## config.mk

```make
export PLATFORM = sky130hd
export DESIGN_NAME = btn_event
export DESIGN_NICKNAME = d
export VERILOG_FILES = /design/src/rtl/btn_event_pkg.sv /design/src/rtl/btn_debounce.sv /design/src/rtl/btn_event.sv
export SDC_FILE = /design/constraint.sdc
export NUM_CORES = 1
export LEC_CHECK = 0
export CAP_MARGIN = 20
export CORE_MARGIN = 2
export CORE_UTILIZATION = 45
export CTS_BUF_LIST = sky130_fd_sc_hd__clkbuf_8
export CTS_CLUSTER_DIAMETER = 60
export CTS_CLUSTER_SIZE = 24
export DETAILED_ROUTE_END_ITERATION = 8
export PLACE_DENSITY = 0.85
export SLEW_MARGIN = 20
export SYNTH_ARGS = -nofsm -noshare
export SYNTH_HDL_FRONTEND = slang
export SYNTH_SLANG_ARGS = --single-unit
```

## constraint.sdc

```tcl
create_clock -name i_clk -period 4.5 [get_ports i_clk]
set_clock_uncertainty 0.1 [all_clocks]
set_input_delay 0.9 -clock i_clk [delete_from_list [all_inputs] [get_ports i_clk]]
set_output_delay 0.9 -clock i_clk [all_outputs]
set_load 0.05 [all_outputs]
```

## src/rtl/btn_event_pkg.sv

```systemverilog
// Shared register map for the button event reader: bus addresses and
// bit offsets of the STATUS fields.
package btn_event_pkg;

  localparam logic BTN_ADDR_STATUS = 1'b0;
  localparam logic BTN_ADDR_CTRL   = 1'b1;

  localparam int BTN_STATE_LSB = 0;
  localparam int BTN_PRESS_LSB = 8;
  localparam int BTN_REL_LSB   = 16;

endpackage

```

## src/rtl/btn_debounce.sv

```systemverilog
// One button: 2-FF synchroniser, hold-time debounce counter and the accepted
// level, with single-cycle pulses on the cycle a new level is accepted.
module btn_debounce #(
  parameter int DBW      = 16,
  parameter int DEBOUNCE = 48000
) (
  input  logic i_clk,
  input  logic i_reset,
  input  logic i_btn,
  output logic stable,
  output logic rise,
  output logic fall
);

  localparam logic [DBW-1:0] CNT_LAST = DBW'(DEBOUNCE - 1);

  logic           sync1_r;
  logic           sync2_r;
  logic           stable_r;
  logic [DBW-1:0] cnt_r;
  logic           accept_s;

  // Pulses line up with the edge that updates stable_r, so the pending bits
  // upstream become visible in the same cycle as the new stable level.
  assign accept_s = (sync2_r != stable_r) && (cnt_r == CNT_LAST);
  assign rise     = accept_s & sync2_r;
  assign fall     = accept_s & ~sync2_r;
  assign stable   = stable_r;

  // Synchronise the raw input and count how long it disagrees with stable_r.
  always_ff @(posedge i_clk) begin
    if (i_reset) begin
      sync1_r  <= 1'b0;
      sync2_r  <= 1'b0;
      stable_r <= 1'b0;
      cnt_r    <= {DBW{1'b0}};
    end else begin
      sync1_r <= i_btn;
      sync2_r <= sync1_r;
      if (sync2_r == stable_r) begin
        cnt_r <= {DBW{1'b0}};
      end else if (cnt_r == CNT_LAST) begin
        stable_r <= sync2_r;
        cnt_r    <= {DBW{1'b0}};
      end else begin
        cnt_r <= cnt_r + {{(DBW-1){1'b0}}, 1'b1};
      end
    end
  end

endmodule

```

## src/rtl/btn_event.sv

```systemverilog
// Wishbone button reader: debounced levels, W1C press/release pending bits,
// per-event interrupt enables and a registered level interrupt.
module btn_event
  import btn_event_pkg::*;
#(
  parameter int NBTN     = 2,
  parameter int DBW      = 16,
  parameter int DEBOUNCE = 48000
) (
  input  logic            i_clk,
  input  logic            i_reset,
  input  logic            i_wb_cyc,
  input  logic            i_wb_stb,
  input  logic            i_wb_we,
  input  logic            i_wb_addr,
  input  logic [31:0]     i_wb_data,
  input  logic [3:0]      i_wb_sel,
  output logic            o_wb_stall,
  output logic            o_wb_ack,
  output logic [31:0]     o_wb_data,
  input  logic [NBTN-1:0] i_btn,
  output logic            o_int
);

  logic [NBTN-1:0] stable_s;
  logic [NBTN-1:0] rise_s;
  logic [NBTN-1:0] fall_s;
  logic [NBTN-1:0] press_r;
  logic [NBTN-1:0] rel_r;
  logic [NBTN-1:0] press_en_r;
  logic [NBTN-1:0] rel_en_r;
  logic [NBTN-1:0] press_clr_s;
  logic [NBTN-1:0] rel_clr_s;
  logic [31:0]     rdata_s;
  logic [31:0]     data_r;
  logic            ack_r;
  logic            int_r;
  logic            ctrl_wr_s;
  logic            unused_s;

  for (genvar k = 0; k < NBTN; k++) begin : g_btn
    btn_debounce #(
      .DBW      (DBW),
      .DEBOUNCE (DEBOUNCE)
    ) u_debounce (
      .i_clk   (i_clk),
      .i_reset (i_reset),
      .i_btn   (i_btn[k]),
      .stable  (stable_s[k]),
      .rise    (rise_s[k]),
      .fall    (fall_s[k])
    );
  end

  assign unused_s   = &{1'b0, i_wb_cyc, i_wb_sel[3], i_wb_data};
  assign ctrl_wr_s  = i_wb_stb && i_wb_we && (i_wb_addr == BTN_ADDR_CTRL);
  assign o_wb_stall = 1'b0;
  assign o_wb_ack   = ack_r;
  assign o_wb_data  = data_r;
  assign o_int      = int_r;

  // Read mux and STATUS write-one-to-clear masks.
  always_comb begin
    rdata_s     = 32'h0000_0000;
    press_clr_s = {NBTN{1'b0}};
    rel_clr_s   = {NBTN{1'b0}};
    case (i_wb_addr)
      BTN_ADDR_STATUS: begin
        rdata_s[BTN_STATE_LSB +: NBTN] = stable_s;
        rdata_s[BTN_PRESS_LSB +: NBTN] = press_r;
        rdata_s[BTN_REL_LSB   +: NBTN] = rel_r;
      end
      BTN_ADDR_CTRL: begin
        rdata_s[0 +: NBTN] = press_en_r;
        rdata_s[8 +: NBTN] = rel_en_r;
      end
      default: rdata_s = 32'h0000_0000;
    endcase
    if (i_wb_stb && i_wb_we && (i_wb_addr == BTN_ADDR_STATUS)) begin
      press_clr_s = i_wb_sel[1] ? i_wb_data[BTN_PRESS_LSB +: NBTN] : {NBTN{1'b0}};
      rel_clr_s   = i_wb_sel[2] ? i_wb_data[BTN_REL_LSB +: NBTN]   : {NBTN{1'b0}};
    end else begin
      press_clr_s = {NBTN{1'b0}};
      rel_clr_s   = {NBTN{1'b0}};
    end
  end

  // Bus response, pending/enable registers and interrupt. New events are OR-ed
  // in after the clear so an event coinciding with its own W1C survives.
  always_ff @(posedge i_clk) begin
    if (i_reset) begin
      press_r    <= {NBTN{1'b0}};
      rel_r      <= {NBTN{1'b0}};
      press_en_r <= {NBTN{1'b0}};
      rel_en_r   <= {NBTN{1'b0}};
      ack_r      <= 1'b0;
      data_r     <= 32'h0000_0000;
      int_r      <= 1'b0;
    end else begin
      ack_r <= i_wb_stb;
      if (i_wb_stb) begin
        data_r <= rdata_s;
      end
      press_r <= (press_r & ~press_clr_s) | rise_s;
      rel_r   <= (rel_r & ~rel_clr_s) | fall_s;
      if (ctrl_wr_s && i_wb_sel[0]) begin
        press_en_r <= i_wb_data[0 +: NBTN];
      end
      if (ctrl_wr_s && i_wb_sel[1]) begin
        rel_en_r <= i_wb_data[8 +: NBTN];
      end
      int_r <= (|(press_r & press_en_r)) | (|(rel_r & rel_en_r));
    end
  end

endmodule

```

==> summary.md <==
| Metric | Value |
|---|---|
| Status | completed |
| Cell taking the most area after synthesis | dfxtp_1 |
| Distinct cells, synth | 35 |
| Skew-Pair Late Insertion Delay | 320 ps |
| Net count, final | 341 |
| Total GRT Usage | 15.18% |
| Gp weighted congestion | 0.7977 |
| Die Y-Extent | 78.33 µm |
| # IOs | 79 |
| Post-route non-filler standard cell count | 368 |
| Post-DP Area | 0.002664 mm² |
| Routed WL | 4361 µm |
| Area Growth Syn to Fin | 10.62% |
| Slew HR | 65.16% |
| Clk sinks | 54 |
| Setup TNS | 0 ps |
| Row count | 27 |
| Slew @ Worst Pin | 522.6 ps |
| Fmax | 0.4037 GHz |
| DRT Pass-1 Iters | 4 |
| Clock Tree Root | clkbuf_8 |
| Die area | 0.006136 mm² |
| Arrival time at the worst endpoint | 1480 ps |
| Post-route cell area | 0.002750 mm² |
| CP max stage cell | clkdlybuf4s50_1 |
| Slowest stage delay, CP | 810 ps |
| Cell area power density | 307.2 mW/mm² |
| Largest net degree at the start of global routing | 25 |
| Chip width | 78.33 µm |
| Remaining routing DRC violations | 0 |
| Worst path cell trace | clkdlybuf4s50_1 |
| Mapped Area | 0.002486 mm² |
| DP Cell Count | 360 |
| Worst-path clk slew | 100 ps |
| Hpwl dp | 3120 µm |
| Fin crit period | 2477 ps |
| Final Hold Viols | 0 |
| Post-DR wirelength/cell | 11.85 µm |
| Starting DRT DRC Count | 114 |
| Synth Warn # | 0 |
| Vias in the first global route | 1747 |
| Via density | 4.861 |
| Crit Path Max Fanout | 2 |
| CTS H-tree depth | 2 |
| Setup repair bufs after CTS | 0 |
| Worst hold path class | reg2reg |
| CTS tree | yes |
| Remaining antenna violation count | 0 |
| Grt total ovfl | 0 |
| Worst setup SP type | flop |
| Unrepaired setup endpoints after global routing | false |
| Sequential cell area fraction in the yosys report | 43.48% |
| Largest cells by area after synthesis | dfxtp_1 43%, buf_4 8.8%, nor2_1 7.5% |
| Req. time, crit path | 3500 ps |
| CP top delay family | buffers and inverters |
| Synth Instances | 273 |
| Routed vias | 1789 |
| FF+latch count, synth | 54 |
| Fill cells | 503 |
| Pleak | 0.9506 nW |
| Post-Synthesis Mean Instance Area | 9.107 µm² |
| Crit Path Category | reg2out |
| Layout cells sized above 1 | 4.730% |
| Slew Viols, Final | 0 |
| Max cap viols | 0 |
| Num CTS Buffers | 5 |
| Post_cts resized | 0 |
| IO Port Bufs | 23 |
| Worst vdd ir | 0.2181 mV |
| CP Capture Type | output pin |
| First-pass GRT wire length | 7486 µm |
| Number of inserted diodes | 0 |
| Fin crit share | 55.05% |
| Initial core utilization | 46.00% |
| Post-CTS Hold Buffers | 0 |
| Final setup violating endpoints | 0 |
| Core Util, Final | 50.88% |
| Crit path buf inv count | 1 |
| Core Area | 0.005405 mm² |
| Antenna violations before repair | 0 |
| CTS Buffer Depth | 2 |
| Post-synth top area share | 43.48% |
[cell type report]
class | count | area [µm²] | share of cell area, %
clock inverter | 3 | 17.52 | 0.6369
sequential | 54 | 1081 | 39.31
clock buffer | 5 | 68.82 | 2.502
inverter | 8 | 30.03 | 1.092
timing repair buffer | 24 | 237.7 | 8.644
multi-input combinational | 202 | 1225 | 44.54
tap | 72 | 90.09 | 3.276
[worst register-to-register path, cell delays in order, from the launching register on]
cell	delay [ps]
dfxtp_1	370
ha_1	290
nand3_1	180
nor4_4	380
or3_1	500
nor2_1	110
[Yosys cell counts]
cell type	n
buf_4	29
nor4_1	7
and4_1	2
buf_6	1
or3_1	1
o31ai_1	1
nor3_1	4
nand2_1	8
a21oi_1	7
nor2_1	50
nor3_4	1
conb_1	1
ha_1	2
xor2_1	8
nand4b_1	3
dfxtp_1	54
a211oi_1	4
a22oi_1	2
inv_1	8
mux2i_1	9
a211o_4	1
nand4_1	12
nor4_4	1
clkbuf_1	5
or4b_4	1
nand4bb_1	1
or4_1	1
and3_1	1
nand4_2	1
a32oi_1	2
and2_1	1
xnor2_1	21
nor2b_1	8
a21bo_2	1
nand3_1	14
[registers in the layout, summed over array words and instances (netlist names)]
name / flops
rel_en_r: 2
rel_r: 2
o_wb_data: 6
press_en_r: 2
g_btn.u_debounce.stable: 2
g_btn.u_debounce.sync1_r: 2
press_r: 2
g_btn.u_debounce.cnt_r: 32
g_btn.u_debounce.sync2_r: 2
o_int: 1
o_wb_ack: 1
[cell usage in the layout, fill, tap and decap left out, drive strengths merged, types with 2 or more instances in the layout]
cell / instances
nor2: 50
xnor2: 21
a211oi: 4
clkbuf: 5
nor4: 8
mux2i: 9
clkdlybuf4s50: 23
nand4: 13
a21oi: 7
clkinv: 2
dfxtp: 54
nand4b: 3
a32oi: 2
nor3: 5
xor2: 8
and4: 2
a22oi: 2
conb: 27
nand3: 14
inv: 9
ha: 2
nor2b: 8
nand2: 8
[kinds of logic (layout without fill, tap and decap cells)]
kind of cell	after synthesis	after routing	share of synthesized area [%]
multiplexers	9	9	3.624
AND/OR/NAND/NOR	117	117	25.01
buffers and inverters	43	40	11.17
adder cells (fa/ha/maj)	2	2	1.006
XOR/XNOR	29	29	10.22
AO/OA/AOI/OAI	18	18	5.335
flip-flops	54	54	43.48
other	1	27	0.1508
[per-layer routing]
layer / wire (µm) / GRT usage (%) / up-vias
met4: 59 / 6.491 / 0
met3: 128 / 3.908 / 6
met5: 0 / 0 / -
li1: - / - / 916
met1: 1972 / 17.52 / 841
met2: 2199 / 26.55 / 26
[final timing paths]
check / from / to / slack (ps) / cells after the start
setup reg to reg: g_btn[0].u_debounce.cnt_r[0]$_SDFF_PP0_ / g_btn[0].u_debounce.cnt_r[13]$_SDFF_PP0_ / 2450 / 5
hold reg to reg: g_btn[0].u_debounce.sync1_r$_SDFF_PP0_ / g_btn[0].u_debounce.sync2_r$_SDFF_PP0_ / 350 / 1
setup / recovery: o_wb_data[9]$_SDFFE_PP0P_ / o_wb_data[9] / 2020 / 1
hold / removal: g_btn[0].u_debounce.sync1_r$_SDFF_PP0_ / g_btn[0].u_debounce.sync2_r$_SDFF_PP0_ / 350 / 1
[stage by stage]
step / worst slack, ps / hold WS [ps] / power [mW]
floorplan: 2600 / 313.8 / 0.5879
global placement: 1854 / 320.1 / 0.5915
detailed placement: 1854 / 337.9 / 0.5922
CTS: 2014 / 355.1 / 0.8526
global route: 1982 / 379.2 / 0.8790
finish: 2023 / 347.8 / 0.8448
[report_power, final]
part / leakage [nW] / internal (mW) / switching (mW)
Combinational: 0.464 / 0.0219 / 0.0737
Sequential: 0.437 / 0.483 / 0.00315
Clock: 0.0493 / 0.108 / 0.156
Total: 0.951 / 0.612 / 0.232
(Power assumes the default switching activity.)
